--- config.mk ---
export PLATFORM = sky130hd
export DESIGN_NAME = updi_block_writer
export DESIGN_NICKNAME = d
export VERILOG_FILES = /design/src/rtl/updi_pkg.sv /design/src/rtl/updi_ack_waiter.sv /design/src/rtl/updi_block_writer.sv
export SDC_FILE = /design/constraint.sdc
export NUM_CORES = 1
export LEC_CHECK = 0
export ABC_AREA = 0
export BUFFER_PORTS_ARGS = -buffer_cell sky130_fd_sc_hd__buf_4
export CAP_MARGIN = 20
export CORE_UTILIZATION = 36
export DETAILED_ROUTE_END_ITERATION = 7
export PLACE_DENSITY = 0.56
export SLEW_MARGIN = 40
export SYNTH_ARGS = -nofsm -noshare
export SYNTH_HDL_FRONTEND = slang
export SYNTH_HIERARCHICAL = 1
export SYNTH_SLANG_ARGS = --single-unit
--- constraint.sdc ---
create_clock -name clk_i -period 5.3 [get_ports clk_i]
set_input_delay 0.53 -clock clk_i [delete_from_list [all_inputs] [get_ports clk_i]]
set_output_delay 0.53 -clock clk_i [all_outputs]
set_load 0.01 [all_outputs]
--- src/rtl/updi_pkg.sv ---
// rtl/updi_pkg.sv - UPDI opcode constants and block writer state encoding
//
// Purpose: shared definitions for the UPDI block writer and its ACK waiter.
// Contents:
//   UPDI_* opcode/handshake byte constants
//   BLOCK_TYPE_DATA block type code that triggers a real write
//   state_e         block writer FSM states
package updi_pkg;

  localparam logic [7:0] UPDI_SYNCH        = 8'h55;
  localparam logic [7:0] UPDI_ACK          = 8'h40;
  localparam logic [7:0] UPDI_ST_PTR16     = 8'h69;
  localparam logic [7:0] UPDI_REPEAT_B     = 8'hA0;
  localparam logic [7:0] UPDI_ST_PTR_INC_B = 8'h64;
  localparam logic [7:0] BLOCK_TYPE_DATA   = 8'h00;

  typedef enum logic [3:0] {
    S_IDLE,
    S_PTR_SYNC,
    S_PTR_OP,
    S_PTR_AL,
    S_PTR_AH,
    S_PTR_ACK,
    S_RPT_SYNC,
    S_RPT_OP,
    S_RPT_CNT,
    S_ST_SYNC,
    S_ST_OP,
    S_DATA,
    S_DATA_ACK,
    S_DONE,
    S_ERR
  } state_e;

endpackage

--- src/rtl/updi_ack_waiter.sv ---
// rtl/updi_ack_waiter.sv - timeout counter and ACK/NACK compare for UPDI wait states
//
// Purpose: while enabled, counts cycles and classifies the target reply.
// Ports:
//   clk_i, rst_ni   clock, asynchronous active-low reset
//   en_i            high while the writer sits in a wait state
//   rx_valid_i      one-cycle strobe for rx_data_i
//   rx_data_i       byte received from the target
//   ok_o            ACK byte received this cycle
//   fail_o          wrong byte received, or timeout reached without a reply
module updi_ack_waiter
  import updi_pkg::*;
#(
  parameter int ACK_TIMEOUT = 4096
) (
  input  logic       clk_i,
  input  logic       rst_ni,
  input  logic       en_i,
  input  logic       rx_valid_i,
  input  logic [7:0] rx_data_i,
  output logic       ok_o,
  output logic       fail_o
);

  localparam int CNT_W = (ACK_TIMEOUT > 1) ? $clog2(ACK_TIMEOUT) : 1;
  localparam logic [CNT_W-1:0] CNT_LAST = CNT_W'(ACK_TIMEOUT - 1);

  logic [CNT_W-1:0] cnt_q, cnt_d;
  logic             timed_out;

  // Counter is held at zero outside a wait state so every wait starts fresh;
  // wrap at the last value is harmless because fail_o forces an exit there.
  always_comb begin
    cnt_d = '0;
    if (en_i) begin
      cnt_d = cnt_q + 1'b1;
    end
  end

  always_ff @(posedge clk_i or negedge rst_ni) begin
    if (!rst_ni) begin
      cnt_q <= '0;
    end else begin
      cnt_q <= cnt_d;
    end
  end

  assign timed_out = (cnt_q == CNT_LAST);

  // A reply in the same cycle as the timeout wins over the timeout.
  assign ok_o   = en_i && rx_valid_i && (rx_data_i == UPDI_ACK);
  assign fail_o = en_i && (rx_valid_i ? (rx_data_i != UPDI_ACK) : timed_out);

endmodule

--- src/rtl/updi_block_writer.sv ---
// rtl/updi_block_writer.sv - serialise one decoded block into a UPDI ST ptr / REPEAT / ST *ptr++ sequence
//
// Purpose: accepts a block (length, address, type, payload) and emits the UPDI
// byte stream toward the PHY, checking the target ACK after the pointer store
// and after every data byte.
// Ports:
//   clk_i, rst_ni        clock, asynchronous active-low reset
//   start_i              one-cycle request, sampled only while ready_o=1
//   block_length_i       data byte count
//   block_address_i      target start address
//   block_type_i         0x00 = data write, anything else = no-op
//   block_data_i         payload array
//   ready_o              high in IDLE only
//   done_o               one-cycle pulse at the end of a block (success or error)
//   error_o              sticky error flag, cleared by the next accepted start
//   tx_data_o/valid_o    byte toward the PHY, registered
//   tx_ready_i           PHY accepts when tx_valid_o && tx_ready_i
//   rx_data_i/valid_i    byte from the target, one-cycle strobe
module updi_block_writer
  import updi_pkg::*;
#(
  parameter int DATA_BLOCK_MAX_SIZE = 16,
  parameter int ACK_TIMEOUT         = 4096
) (
  input  logic        clk_i,
  input  logic        rst_ni,
  input  logic        start_i,
  input  logic [7:0]  block_length_i,
  input  logic [15:0] block_address_i,
  input  logic [7:0]  block_type_i,
  input  logic [7:0]  block_data_i [DATA_BLOCK_MAX_SIZE],
  output logic        ready_o,
  output logic        done_o,
  output logic        error_o,
  output logic [7:0]  tx_data_o,
  output logic        tx_valid_o,
  input  logic        tx_ready_i,
  input  logic [7:0]  rx_data_i,
  input  logic        rx_valid_i
);

  localparam int IDX_W = (DATA_BLOCK_MAX_SIZE > 1) ? $clog2(DATA_BLOCK_MAX_SIZE) : 1;
  localparam logic [7:0] MAX_LEN = 8'(DATA_BLOCK_MAX_SIZE);

  state_e           state_q, state_d;
  logic [7:0]       len_q, len_d;
  logic [15:0]      addr_q, addr_d;
  logic [IDX_W-1:0] idx_q, idx_d;
  logic             error_q, error_d;
  logic [7:0]       tx_data_q, tx_data_d;
  logic             tx_valid_q, tx_valid_d;
  logic [7:0]       data_q [DATA_BLOCK_MAX_SIZE];

  logic             accept;
  logic             wait_en;
  logic             ack_ok, ack_fail;
  logic             in_byte;
  logic [7:0]       tx_byte;
  state_e           byte_next;
  logic             last_byte;

  updi_ack_waiter #(
    .ACK_TIMEOUT(ACK_TIMEOUT)
  ) u_ack_waiter (
    .clk_i      (clk_i),
    .rst_ni     (rst_ni),
    .en_i       (wait_en),
    .rx_valid_i (rx_valid_i),
    .rx_data_i  (rx_data_i),
    .ok_o       (ack_ok),
    .fail_o     (ack_fail)
  );

  assign last_byte = (8'(idx_q) == (len_q - 8'd1));

  always_comb begin
    state_d    = state_q;
    len_d      = len_q;
    addr_d     = addr_q;
    idx_d      = idx_q;
    error_d    = error_q;
    tx_data_d  = tx_data_q;
    tx_valid_d = tx_valid_q;
    accept     = 1'b0;
    wait_en    = 1'b0;
    in_byte    = 1'b0;
    tx_byte    = 8'h00;
    byte_next  = state_q;

    case (state_q)
      S_IDLE: begin
        if (start_i) begin
          accept  = 1'b1;
          error_d = 1'b0;
          len_d   = block_length_i;
          addr_d  = block_address_i;
          idx_d   = '0;
          if ((block_type_i != BLOCK_TYPE_DATA) || (block_length_i == 8'd0)) begin
            state_d = S_DONE;
          end else if (block_length_i > MAX_LEN) begin
            state_d = S_ERR;
          end else begin
            state_d = S_PTR_SYNC;
          end
        end
      end
      S_PTR_SYNC: begin in_byte = 1'b1; tx_byte = UPDI_SYNCH;        byte_next = S_PTR_OP;   end
      S_PTR_OP:   begin in_byte = 1'b1; tx_byte = UPDI_ST_PTR16;     byte_next = S_PTR_AL;   end
      S_PTR_AL:   begin in_byte = 1'b1; tx_byte = addr_q[7:0];       byte_next = S_PTR_AH;   end
      S_PTR_AH:   begin in_byte = 1'b1; tx_byte = addr_q[15:8];      byte_next = S_PTR_ACK;  end
      S_PTR_ACK: begin
        wait_en = 1'b1;
        if (ack_fail) begin
          state_d = S_ERR;
        end else if (ack_ok) begin
          state_d = S_RPT_SYNC;
        end
      end
      S_RPT_SYNC: begin in_byte = 1'b1; tx_byte = UPDI_SYNCH;        byte_next = S_RPT_OP;   end
      S_RPT_OP:   begin in_byte = 1'b1; tx_byte = UPDI_REPEAT_B;     byte_next = S_RPT_CNT;  end
      // REPEAT takes the count minus one, so a single byte sends 0x00.
      S_RPT_CNT:  begin in_byte = 1'b1; tx_byte = len_q - 8'd1;      byte_next = S_ST_SYNC;  end
      S_ST_SYNC:  begin in_byte = 1'b1; tx_byte = UPDI_SYNCH;        byte_next = S_ST_OP;    end
      S_ST_OP:    begin in_byte = 1'b1; tx_byte = UPDI_ST_PTR_INC_B; byte_next = S_DATA;     end
      S_DATA:     begin in_byte = 1'b1; tx_byte = data_q[idx_q];     byte_next = S_DATA_ACK; end
      S_DATA_ACK: begin
        wait_en = 1'b1;
        if (ack_fail) begin
          state_d = S_ERR;
        end else if (ack_ok) begin
          // idx is not advanced past the last byte, so it never overflows
          // even when the block fills the whole array.
          if (last_byte) begin
            state_d = S_DONE;
          end else begin
            idx_d   = idx_q + 1'b1;
            state_d = S_DATA;
          end
        end
      end
      S_DONE:  state_d = S_IDLE;
      S_ERR:   state_d = S_IDLE;
      default: state_d = S_IDLE;
    endcase

    // Shared byte handshake: first cycle in a byte state loads the register,
    // the byte then holds until accepted, and valid drops for one cycle
    // before the next state loads its byte.
    if (in_byte) begin
      if (tx_valid_q) begin
        if (tx_ready_i) begin
          tx_valid_d = 1'b0;
          state_d    = byte_next;
        end
      end else begin
        tx_valid_d = 1'b1;
        tx_data_d  = tx_byte;
      end
    end

    if (state_d == S_ERR) begin
      error_d = 1'b1;
    end
  end

  always_ff @(posedge clk_i or negedge rst_ni) begin
    if (!rst_ni) begin
      state_q    <= S_IDLE;
      len_q      <= 8'h00;
      addr_q     <= 16'h0000;
      idx_q      <= '0;
      error_q    <= 1'b0;
      tx_data_q  <= 8'h00;
      tx_valid_q <= 1'b0;
    end else begin
      state_q    <= state_d;
      len_q      <= len_d;
      addr_q     <= addr_d;
      idx_q      <= idx_d;
      error_q    <= error_d;
      tx_data_q  <= tx_data_d;
      tx_valid_q <= tx_valid_d;
    end
  end

  // Payload storage needs no reset: it is only read after a fresh capture.
  always_ff @(posedge clk_i) begin
    if (accept) begin
      data_q <= block_data_i;
    end
  end

  assign ready_o    = (state_q == S_IDLE);
  assign done_o     = (state_q == S_DONE) || (state_q == S_ERR);
  assign error_o    = error_q;
  assign tx_data_o  = tx_data_q;
  assign tx_valid_o = tx_valid_q;

endmodule
==> results of run 1 <==
[registers in the layout (all words and copies together), names as in the netlist]
name                cells
u_ack_waiter/cnt_q     12
addr_q                 16
state_q                 4
idx_q                   4
len_q                   8
tx_valid_o              1
error_o                 1
tx_data_o               8
data_q                128
[cells by family after synthesis]
logic type      Yosys count  share of synthesized area (%)
compound gates           93                           8.28
xor+xnor                 17                           1.93
fa+ha+maj                 3                          0.462
buf+inv                  46                           2.91
flops                   182                           64.0
mux                      49                           12.0
simple gates            165                           10.4
[critical path, stage by stage (launching register included)]
cell and delay (ns):
dfrtp_1 0.85, xnor2_1 0.22, nor2b_1 0.22, inv_1 0.23
a211oi_2 0.61, or2_2 0.24, and2_1 0.11, o21ai_0 0.07
a221oi_1 0.41, nor2_1 0.11, a221oi_2 0.18
[layout make-up]
class / instances / share of cell area, %
tap: 280 / 3.38
multi-input combinational: 327 / 25.9
clock buffer: 17 / 4.10
clock inverter: 15 / 1.98
sequential: 182 / 50.1
inverter: 13 / 0.519
timing repair buffer: 191 / 14.0
[metrics by stage]
step,util [%],hold WS (ns)
final,47.2,0.139
after global routing,47.2,0.182
after CTS,47.2,0.163
after detailed placement,44.3,0.468
after global placement,44.3,0.456
after floorplan,-,0.234
[cell usage in the layout (no fill, tap or decap), types with 3 or more instances in the layout]
cell type,Yosys,layout
inv_1,13,12
edfxtp_1,128,128
a21oi_1,23,23
or3_1,3,3
nor2b_1,18,18
o31ai_1,6,6
a32oi_1,3,3
mux2_2,6,6
mux2i_1,5,5
nor3_1,7,7
a211oi_1,7,7
dfrtp_1,54,53
nor4_1,3,3
o21ai_0,14,14
inv_8,0,5
a31oi_1,4,4
xnor2_1,12,12
clkbuf_16,0,17
or2_2,3,3
buf_4,3,190
o22a_1,7,7
and2_1,4,4
nor2_1,29,29
inv_6,0,4
a22oi_1,3,3
mux4_2,38,38
nand3_1,7,7
clkinv_8,0,3
ha_1,3,3
or4_1,8,8
xor2_1,4,4
nand2_1,63,63
[layer usage]
metal	global-route usage [%]	vias to the layer above	part of all wire [%]
met1	24.0	2724	43
li1	-	2492	-
met2	30.1	221	49
met4	5.83	0	1.6
met5	0	-	0
met3	4.32	26	6.5
[worst min-delay path by stage]
stage | start | end | slack, ns | cells after the start
2_1_floorplan | rst_ni | addr_q[0] | 0.23 | 0
5_1_grt | rst_ni | len_q[3] | 0.18 | 1
6_report | rst_ni | len_q[3] | 0.14 | 1
4_1_cts | rst_ni | addr_q[15] | 0.16 | 1
3_3_place_gp | u_ack_waiter/cnt_q[0] | u_ack_waiter/cnt_q[0] | 0.46 | 1
3_5_place_dp | addr_q[12] | addr_q[12] | 0.47 | 2
[power groups by stage]
stage          Combinational, mW  Clock, mW  Sequential [mW]
6_report                    1.13       1.34             1.96
5_1_grt                     1.23       1.43             1.99
4_1_cts                     1.13       1.37             1.96
3_5_place_dp                1.12          0             1.98
3_3_place_gp                1.11          0             1.98
2_1_floorplan              0.801          0             1.88
==> impl_metrics.py, run 1 <==
metrics = {
    "timing": {
        "timing.setup.tns_ns": 0,
        "timing.final.ws_setup_ns": 1.94,
        "setup_violations": 0,
        "max_slew_margin_pct": 44.8,
        "skew_ns": 0.0165,
        "rsz0062_at_grt": "no",
        "fmax_mhz": 298,
        "post-route-period-util_pct": 63.3,
        "hold_viol": 0,
        "worst_pin_slew_ns": 0.825,
        "slew_violations": 0,
        "period_needed_ns": 3.36,
    },
    "synth": {
        "yosysTopAreaCell": "edfxtp_1",
        "syn_avg_cell_area_um2": 14.6,
        "ys.warnings.count": 6,
        "synth_flop_cell": "edfxtp_1",
        "synth.most_common_cell": "edfxtp_1",
        "ys_seq_area_share_pct": 64.0,
        "syn_nets": 731,
        "synth.distinct_cells": 72,
        "synthArstFlopShare_pct": 29.7,
        "netlist_area_um2": 8120,
        "yosys-top-cells-area": "edfxtp_1 47%, dfrtp_1 17%, mux4_2 11%",
        "yosys_register_bits": 182,
        "netlist.area_leader.share_pct": 47.3,
        "synth_edf_count": 128,
        "synth_common_cells": "128 x edfxtp_1, 63 x nand2_1, 54 x dfrtp_1",
        "netlist_instances": 555,
    },
    "min_path": {
        "hp-class": "input port to async pin",
    },
    "placement": {
        "dp_hpwl_mm": 14.6,
        "place_congestion": 0.831,
        "postPlaceCellArea_um2": 9730,
        "pre_cts_ws_ns": 2.05,
        "port-buffer-count": 184,
        "dp.cells": 993,
    },
    "clock_tree": {
        "cts-root-buf": "clkbuf_16",
        "clk_latency_ns": 0.44,
        "cts-htree-levels": 4,
        "cts_buffers": 17,
        "cts.sinks": 182,
        "post_cts_resized": 0,
        "cts_buffer_depth": 2,
        "cts_tree": "done",
        "clk_pin_slew_ns": 0.07,
        "post-cts-setup-buffers": 0,
        "postCtsHoldBufs": 0,
    },
    "setup_path": {
        "reg2reg_from": "state_q[0]",
        "r2r-end": "error_o",
        "cp-endpoint": "error_o",
        "setup.worst_path.start": "state_q[0]",
        "r2r_setup_slack_ns": 1.94,
        "reg2reg_depth": 10,
        "path_class": "register to register",
        "critPathLaunchType": "register",
        "arrival_ns": 3.70,
        "crit_required_ns": 5.64,
        "crit_fanout": 25,
        "setup.worst_path.end_class": "register",
    },
    "final_layout": {
        "diodes": 0,
        "area_delta_synth_final_pct": 27.7,
        "final_nets": 908,
        "fillerInstances": 1949,
        "final-instance-count-excl-fill": 1025,
        "regArea_um2": 5200,
        "multi_input_area_um2": 2690,
        "drive_gt1_share_pct": 38.3,
        "final_area_um2": 10400,
    },
    "power_and_ir_drop": {
        "totalPowerFinal_mw": 4.42,
        "p_sw_mw": 1.45,
        "switching_share_pct": 32.8,
        "clkPwrFrac_pct": 30.3,
        "p_int_mw": 2.97,
        "p_leak_nw": 3.88,
        "combPwrFrac_pct": 25.5,
        "p_per_area_nw_per_um2": 427,
        "vdd_drop_max_mv": 0.215,
        "pwr-share-seq_pct": 44.3,
    },
    "grt": {
        "grt_remaining_overflow": 0,
        "grt_pass1_vias": 5896,
        "antenna_found_initial": 0,
        "grt_max_degree": 118,
        "grt_first_pass_wirelength_mm": 32.2,
        "grt_usage_pct": 18.3,
    },
    "route": {
        "postRouteAntennaNets": 0,
        "wirelength_mm": 20.4,
        "drc_errors": 12,
        "detail_route.wl_per_cell_um": 19.9,
        "viasPerCell": 5.33,
        "drt_pass1_iterations": 7,
        "via_count": 5463,
        "first_iter_violations": 393,
    },
    "floorplan": {
        "coreArea_um2": 22000,
        "start_util_pct": 37.0,
        "die_h_um": 152,
        "die_x_um": 152,
        "dieArea_um2": 23200,
        "rows": 54,
        "io_pins": 185,
    },
    "run_status": {
        "violations": "DRC",
        "outcome": "finished, violations left",
    },
    "job": {
        "cap_violations": 0,
    },
}
Power figures use the tool's default switching activity.
==> run 2, diff against run 1 <==
- PLACE_DENSITY: 0.56 -> 0.54
- clock period: 5.3 -> 3.09 ns (I/O delays scaled with it)
==> run 2 against run 1 <==
Global-route usage hardly changed. Highest routed layer unchanged. First-iteration DRC count shrank 15%. Worst setup slack got worse by 1.6 ns. Clock skew grew 0.0059 ns. Critical endpoint unchanged. The flow still finishes with violations (DRC). Routed wire length fell by 0.17%. Die area did not move. Sequential share of layout area shrank 1.0 points. Largest cell class unchanged.
==> impl_metrics.py, run 2 (synthesized netlist as in run 1, its figures left out) <==
metrics = {
    "run_status": {
        "outcome": "finished, violations left",
        "violations": "DRC",
    },
    "setup_path": {
        "critPathSlowestCell": "or4_4",
        "crit_fanout": 8,
        "cp-endpoint": "error_o",
        "arrival_ns": 3.09,
        "crit_required_ns": 3.43,
        "cp.depth": 10,
        "slowest_delay_ns": 0.55,
        "setup.worst_path.end_class": "register",
        "reg2reg_from": "u_ack_waiter/cnt_q[0]",
        "critPathLaunchType": "register",
        "critical-path-top-delay-family": "simple AND/OR/NAND/NOR gates",
        "cp_cell_sequence": "ha_1 > nand3_2 > or4_4 > a211oi_2 > or2_2 > and2_1 > o21ai_0 > a221oi_1 > nor2_1 > a221oi_2",
        "setup.worst_path.start": "u_ack_waiter/cnt_q[0]",
        "r2r_setup_slack_ns": 0.34,
        "reg2reg_depth": 10,
        "critPathBufInv": 0,
        "path_class": "register to register",
        "r2r-end": "error_o",
    },
    "final_layout": {
        "diodes": 0,
        "area_delta_synth_final_pct": 30.3,
        "largest_reg_flops": 128,
        "multi_input_area_um2": 2690,
        "drive_gt1_share_pct": 39.8,
        "final_common_cell": "buf_4",
        "fillerInstances": 1932,
        "regArea_um2": 5200,
        "mostFrequentLayoutCells": "205 x buf_4, 128 x edfxtp_1, 63 x nand2_1, 53 x dfrtp_1, 38 x mux4_2",
        "top_register": "data_q",
        "reg_top3": "data_q: 128 flops, addr_q: 16 flops, u_ack_waiter/cnt_q: 12 flops",
        "final_nets": 930,
    },
    "timing": {
        "period_needed_ns": 2.75,
        "max_slew_margin_pct": 52.1,
        "worst_pin_slew_ns": 0.719,
        "post-route-period-util_pct": 89.0,
        "skew_ns": 0.0223,
        "rsz0062_at_grt": "no",
        "timing.setup.tns_ns": 0,
        "hold_viol": 0,
        "slew_violations": 0,
        "timing.final.ws_setup_ns": 0.338,
        "fmax_mhz": 363,
        "setup_violations": 0,
    },
    "route": {
        "wirelength_mm": 20.3,
        "drt_pass1_iterations": 8,
        "viasPerCell": 5.22,
        "postRouteAntennaNets": 0,
        "first_iter_violations": 333,
        "via_count": 5470,
        "detail_route.wl_per_cell_um": 19.4,
        "drc_errors": 11,
    },
    "clock_tree": {
        "clk_pin_slew_ns": 0.09,
        "cts_buffers": 17,
        "cts-root-buf": "clkbuf_16",
        "clk_latency_ns": 0.45,
        "cts_tree": "done",
        "post_cts_resized": 0,
        "cts-htree-levels": 4,
        "cts.sinks": 182,
        "cts_buffer_depth": 2,
    },
    "power_and_ir_drop": {
        "vdd_drop_max_mv": 0.331,
        "p_leak_nw": 3.99,
        "p_per_area_nw_per_um2": 718,
    },
    "placement": {
        "pre_cts_ws_ns": 0.371,
        "dp_hpwl_mm": 14.9,
        "port-buffer-count": 184,
        "place_congestion": 0.859,
    },
    "floorplan": {
        "coreArea_um2": 22000,
        "dieArea_um2": 23200,
        "start_util_pct": 37.0,
        "io_pins": 185,
        "rows": 54,
        "die_h_um": 152,
        "die_x_um": 152,
    },
    "min_path": {
        "hp-class": "input port to register",
    },
    "grt": {
        "antenna_found_initial": 0,
        "grt_usage_pct": 18.3,
        "grt_max_degree": 55,
        "grt_first_pass_wirelength_mm": 32.1,
        "grt_pass1_vias": 5840,
        "grt_remaining_overflow": 0,
    },
    "job": {
        "cap_violations": 0,
    },
}
## run 2: cell count changes in the layout (fill, tap and decap cells not counted), sizes merged
cell and delta:
buf +21, bufinv -2, dlygate4sd3 +1, clkinv +1
clkbuf +1
## run 2: worst min path at each step
stage | end | depth (start not counted) | slack [ns] | startpoint
after floorplan | addr_q[0] | 0 | 0.01 | rst_ni
final | data_q[55] | 1 | 0.03 | block_data_i[55]
after detailed placement | len_q[6] | 1 | 0.42 | rst_ni
after CTS | data_q[14] | 1 | 0.02 | block_data_i[14]
after global routing | data_q[31] | 1 | 0.01 | block_data_i[31]
after global placement | len_q[7] | 1 | 0.41 | rst_ni
## run 2: repair_timing
item	CTS	global route
endpoints found under the hold margin	54	0
setup buffers	0	0
hold buffers	1	0
## run 2: area by class of cell
type	count	share of cell area, %
well taps	280	3.31
flip-flops and latches	182	49.1
clock inverters	14	1.63
inverters	13	0.509
clock buffers	18	4.06
multi-input cells	327	25.4
repair buffers	213	16.0
## run 2: per-layer routing
metal | up-vias | global-route usage (%) | wire length, um
met4 | 0 | 5.93 | 373
met3 | 24 | 5.57 | 1380
met5 | - | 0 | 0
met2 | 190 | 29.6 | 9920
li1 | 2533 | - | -
met1 | 2723 | 23.5 | 8660
## run 2: stage by stage
stage	total power, mW	hold slack [ns]	instance area (um2)	instances	utilization [%]
floorplan	4.58	0.0134	8120	555	-
global placement	5.43	0.409	9970	1014	45.4
detailed placement	5.45	0.419	9970	1014	45.4
CTS	7.66	0.0157	10600	1047	48.2
global route	7.99	0.0110	10600	1047	48.2
finish	7.59	0.0308	10600	1047	48.2
## run 2: power by group
group          internal, mW  switching [mW]  leakage [nW]  total (mW)
Combinational         0.961            1.20          1.85        2.16
Sequential             2.98           0.255          1.84        3.24
Clock                  1.10            1.09         0.293        2.19
Total                  5.05            2.55          3.99        7.59
==> run 3, diff against run 2 <==
- RECOVER_POWER: default -> 100
==> run 3 against run 2 <==
The flow still finishes with violations (DRC). Hold slack better by 0.024 ns. Combinational power is 5% lower. Critical path depth is 2 lower. Worst setup slack worse by 0.055 ns. Largest cell class unchanged. Highest routed layer unchanged.
==> impl_metrics.py, run 3 (synthesized netlist as in run 1, its figures left out) <==
metrics = {
    "run_status": {
        "outcome": "finished, violations left",
        "violations": "DRC",
    },
    "power_and_ir_drop": {
        "clkPwrFrac_pct": 29.2,
        "p_per_area_nw_per_um2": 718,
        "switching_share_pct": 33.7,
        "combPwrFrac_pct": 27.4,
        "p_int_mw": 4.95,
        "vdd_drop_max_mv": 0.332,
        "pwr-share-seq_pct": 43.4,
        "p_leak_nw": 3.85,
        "p_sw_mw": 2.51,
    },
    "setup_path": {
        "setup.worst_path.end_class": "register",
        "crit_fanout": 6,
        "crit_required_ns": 3.41,
        "critPathLaunchType": "register",
        "critical-path-top-delay-family": "compound AO/OA/AOI/OAI gates",
        "cp_cell_sequence": "inv_1 > ha_1 > xor2_1 > o2111ai_1 > a2111o_1 > o31ai_1 > o311ai_0 > o311a_1",
        "arrival_ns": 3.13,
        "path_class": "register to register",
        "critPathSlowestCell": "o31ai_1",
        "slowest_delay_ns": 0.65,
        "critPathBufInv": 1,
    },
    "job": {
        "cap_violations": 0,
    },
    "timing": {
        "worst_pin_slew_ns": 1.41,
        "period_needed_ns": 2.81,
        "setup_violations": 0,
        "skew_ns": 0.0161,
        "timing.setup.tns_ns": 0,
        "hold_viol": 0,
        "max_slew_margin_pct": 6.12,
        "whs_ns": 0.0551,
        "fmax_mhz": 356,
        "post-route-period-util_pct": 90.8,
        "slew_violations": 0,
        "rsz0062_at_grt": "no",
    },
    "placement": {
        "dp_hpwl_mm": 14.9,
        "postPlaceCellArea_um2": 9970,
        "place_congestion": 0.859,
        "dp.cells": 1014,
        "port-buffer-count": 184,
    },
    "final_layout": {
        "final_common_cell": "edfxtp_1",
        "regArea_um2": 5200,
        "final_nets": 930,
        "final_area_um2": 10400,
        "reg_top3": "data_q: 128 flops, addr_q: 16 flops, u_ack_waiter/cnt_q: 12 flops",
        "final-instance-count-excl-fill": 1047,
        "largest_reg_flops": 128,
        "multi_input_area_um2": 2660,
        "drive_gt1_share_pct": 36.1,
        "top_register": "data_q",
        "area_delta_synth_final_pct": 28.2,
        "fillerInstances": 1966,
        "mostFrequentLayoutCells": "128 x edfxtp_1, 123 x clkbuf_4, 63 x nand2_1, 59 x buf_4, 53 x dfrtp_1",
        "diodes": 0,
    },
    "route": {
        "via_count": 5538,
        "drt_pass1_iterations": 8,
        "first_iter_violations": 364,
        "wirelength_mm": 20.2,
        "postRouteAntennaNets": 0,
        "viasPerCell": 5.29,
        "drc_errors": 11,
        "detail_route.wl_per_cell_um": 19.3,
    },
    "grt": {
        "use_met2_pct": 29.6,
        "grt_use_met1_pct": 23.5,
        "grt_usage_pct": 18.3,
        "grt_max_degree": 55,
        "grt_remaining_overflow": 0,
        "grt.busiest_layer": "met2",
        "antenna_found_initial": 0,
        "grt_pass1_vias": 5840,
        "grtUsageMet3_pct": 5.57,
        "grt_first_pass_wirelength_mm": 32.1,
    },
    "floorplan": {
        "die_x_um": 152,
        "die_h_um": 152,
        "start_util_pct": 37.0,
        "dieArea_um2": 23200,
        "rows": 54,
        "io_pins": 185,
        "coreArea_um2": 22000,
    },
    "clock_tree": {
        "cts.sinks": 182,
        "post_cts_resized": 0,
        "cts_tree": "done",
        "clk_pin_slew_ns": 0.09,
        "cts_buffer_depth": 2,
        "clk_latency_ns": 0.44,
        "cts-htree-levels": 4,
        "cts_buffers": 17,
        "post-cts-setup-buffers": 0,
        "cts-root-buf": "clkbuf_16",
    },
    "min_path": {
        "hp-class": "input port to register",
    },
}
==> run 3: path summary, 6_finish.rpt <==
check | startpoint | end | slack (ns) | depth (start not counted)
worst max-delay path | len_q[0] | state_q[1] | 0.28 | 8
worst min register to register | addr_q[1] | addr_q[1] | 0.48 | 2
worst max register to register | len_q[0] | state_q[1] | 0.28 | 8
worst min-delay path | block_data_i[55] | data_q[55] | 0.06 | 1
max in group asynchronous | rst_ni | idx_q[0] | 1.43 | 2
min in group asynchronous | rst_ni | len_q[6] | 0.74 | 2
==> run 3: final cells by class <==
type	count	area share (%)
sequential	182	49.9
clock inverter	14	1.66
multi-input combinational	327	25.6
timing repair buffer	213	14.8
clock buffer	18	4.12
inverter	13	0.517
tap	280	3.37
==> run 3: worst register-to-register path: stages (launching register included) <==
cell and delay [ns]:
dfrtp_1 0.40, inv_1 0.09, ha_1 0.34, xor2_1 0.15
o2111ai_1 0.14, a2111o_1 0.45, o31ai_1 0.65, o311ai_0 0.30
o311a_1 0.17
==> run 3: power by group through the flow <==
stage	registers (mW)	clock network [mW]	logic, mW
2_1_floorplan	3.21	0	1.37
3_3_place_gp	3.29	0	2.15
3_5_place_dp	3.29	0	2.16
4_1_cts	3.24	2.25	2.17
5_1_grt	3.28	2.35	2.25
6_report	3.24	2.18	2.05
==> run 3: layer usage <==
metal | vias up | share of wire (%)
met2 | 232 | 49
met5 | - | 0
met1 | 2743 | 41
li1 | 2532 | -
met3 | 31 | 8.2
met4 | 0 | 1.9
==> run 3: through the flow <==
step	total power [mW]	util (%)	setup WS, ns
final	7.47	47.4	0.284
after global routing	7.88	47.4	0.0917
after CTS	7.66	48.2	0.328
after detailed placement	5.45	45.4	0.371
after global placement	5.43	45.4	0.431
after floorplan	4.58	-	0.252
==> run 3: repair_timing <==
item	4_1_cts	5_1_grt
endpoints found under the hold margin	54	0
setup endpoints to repair	0	0
hold buffers	1	0
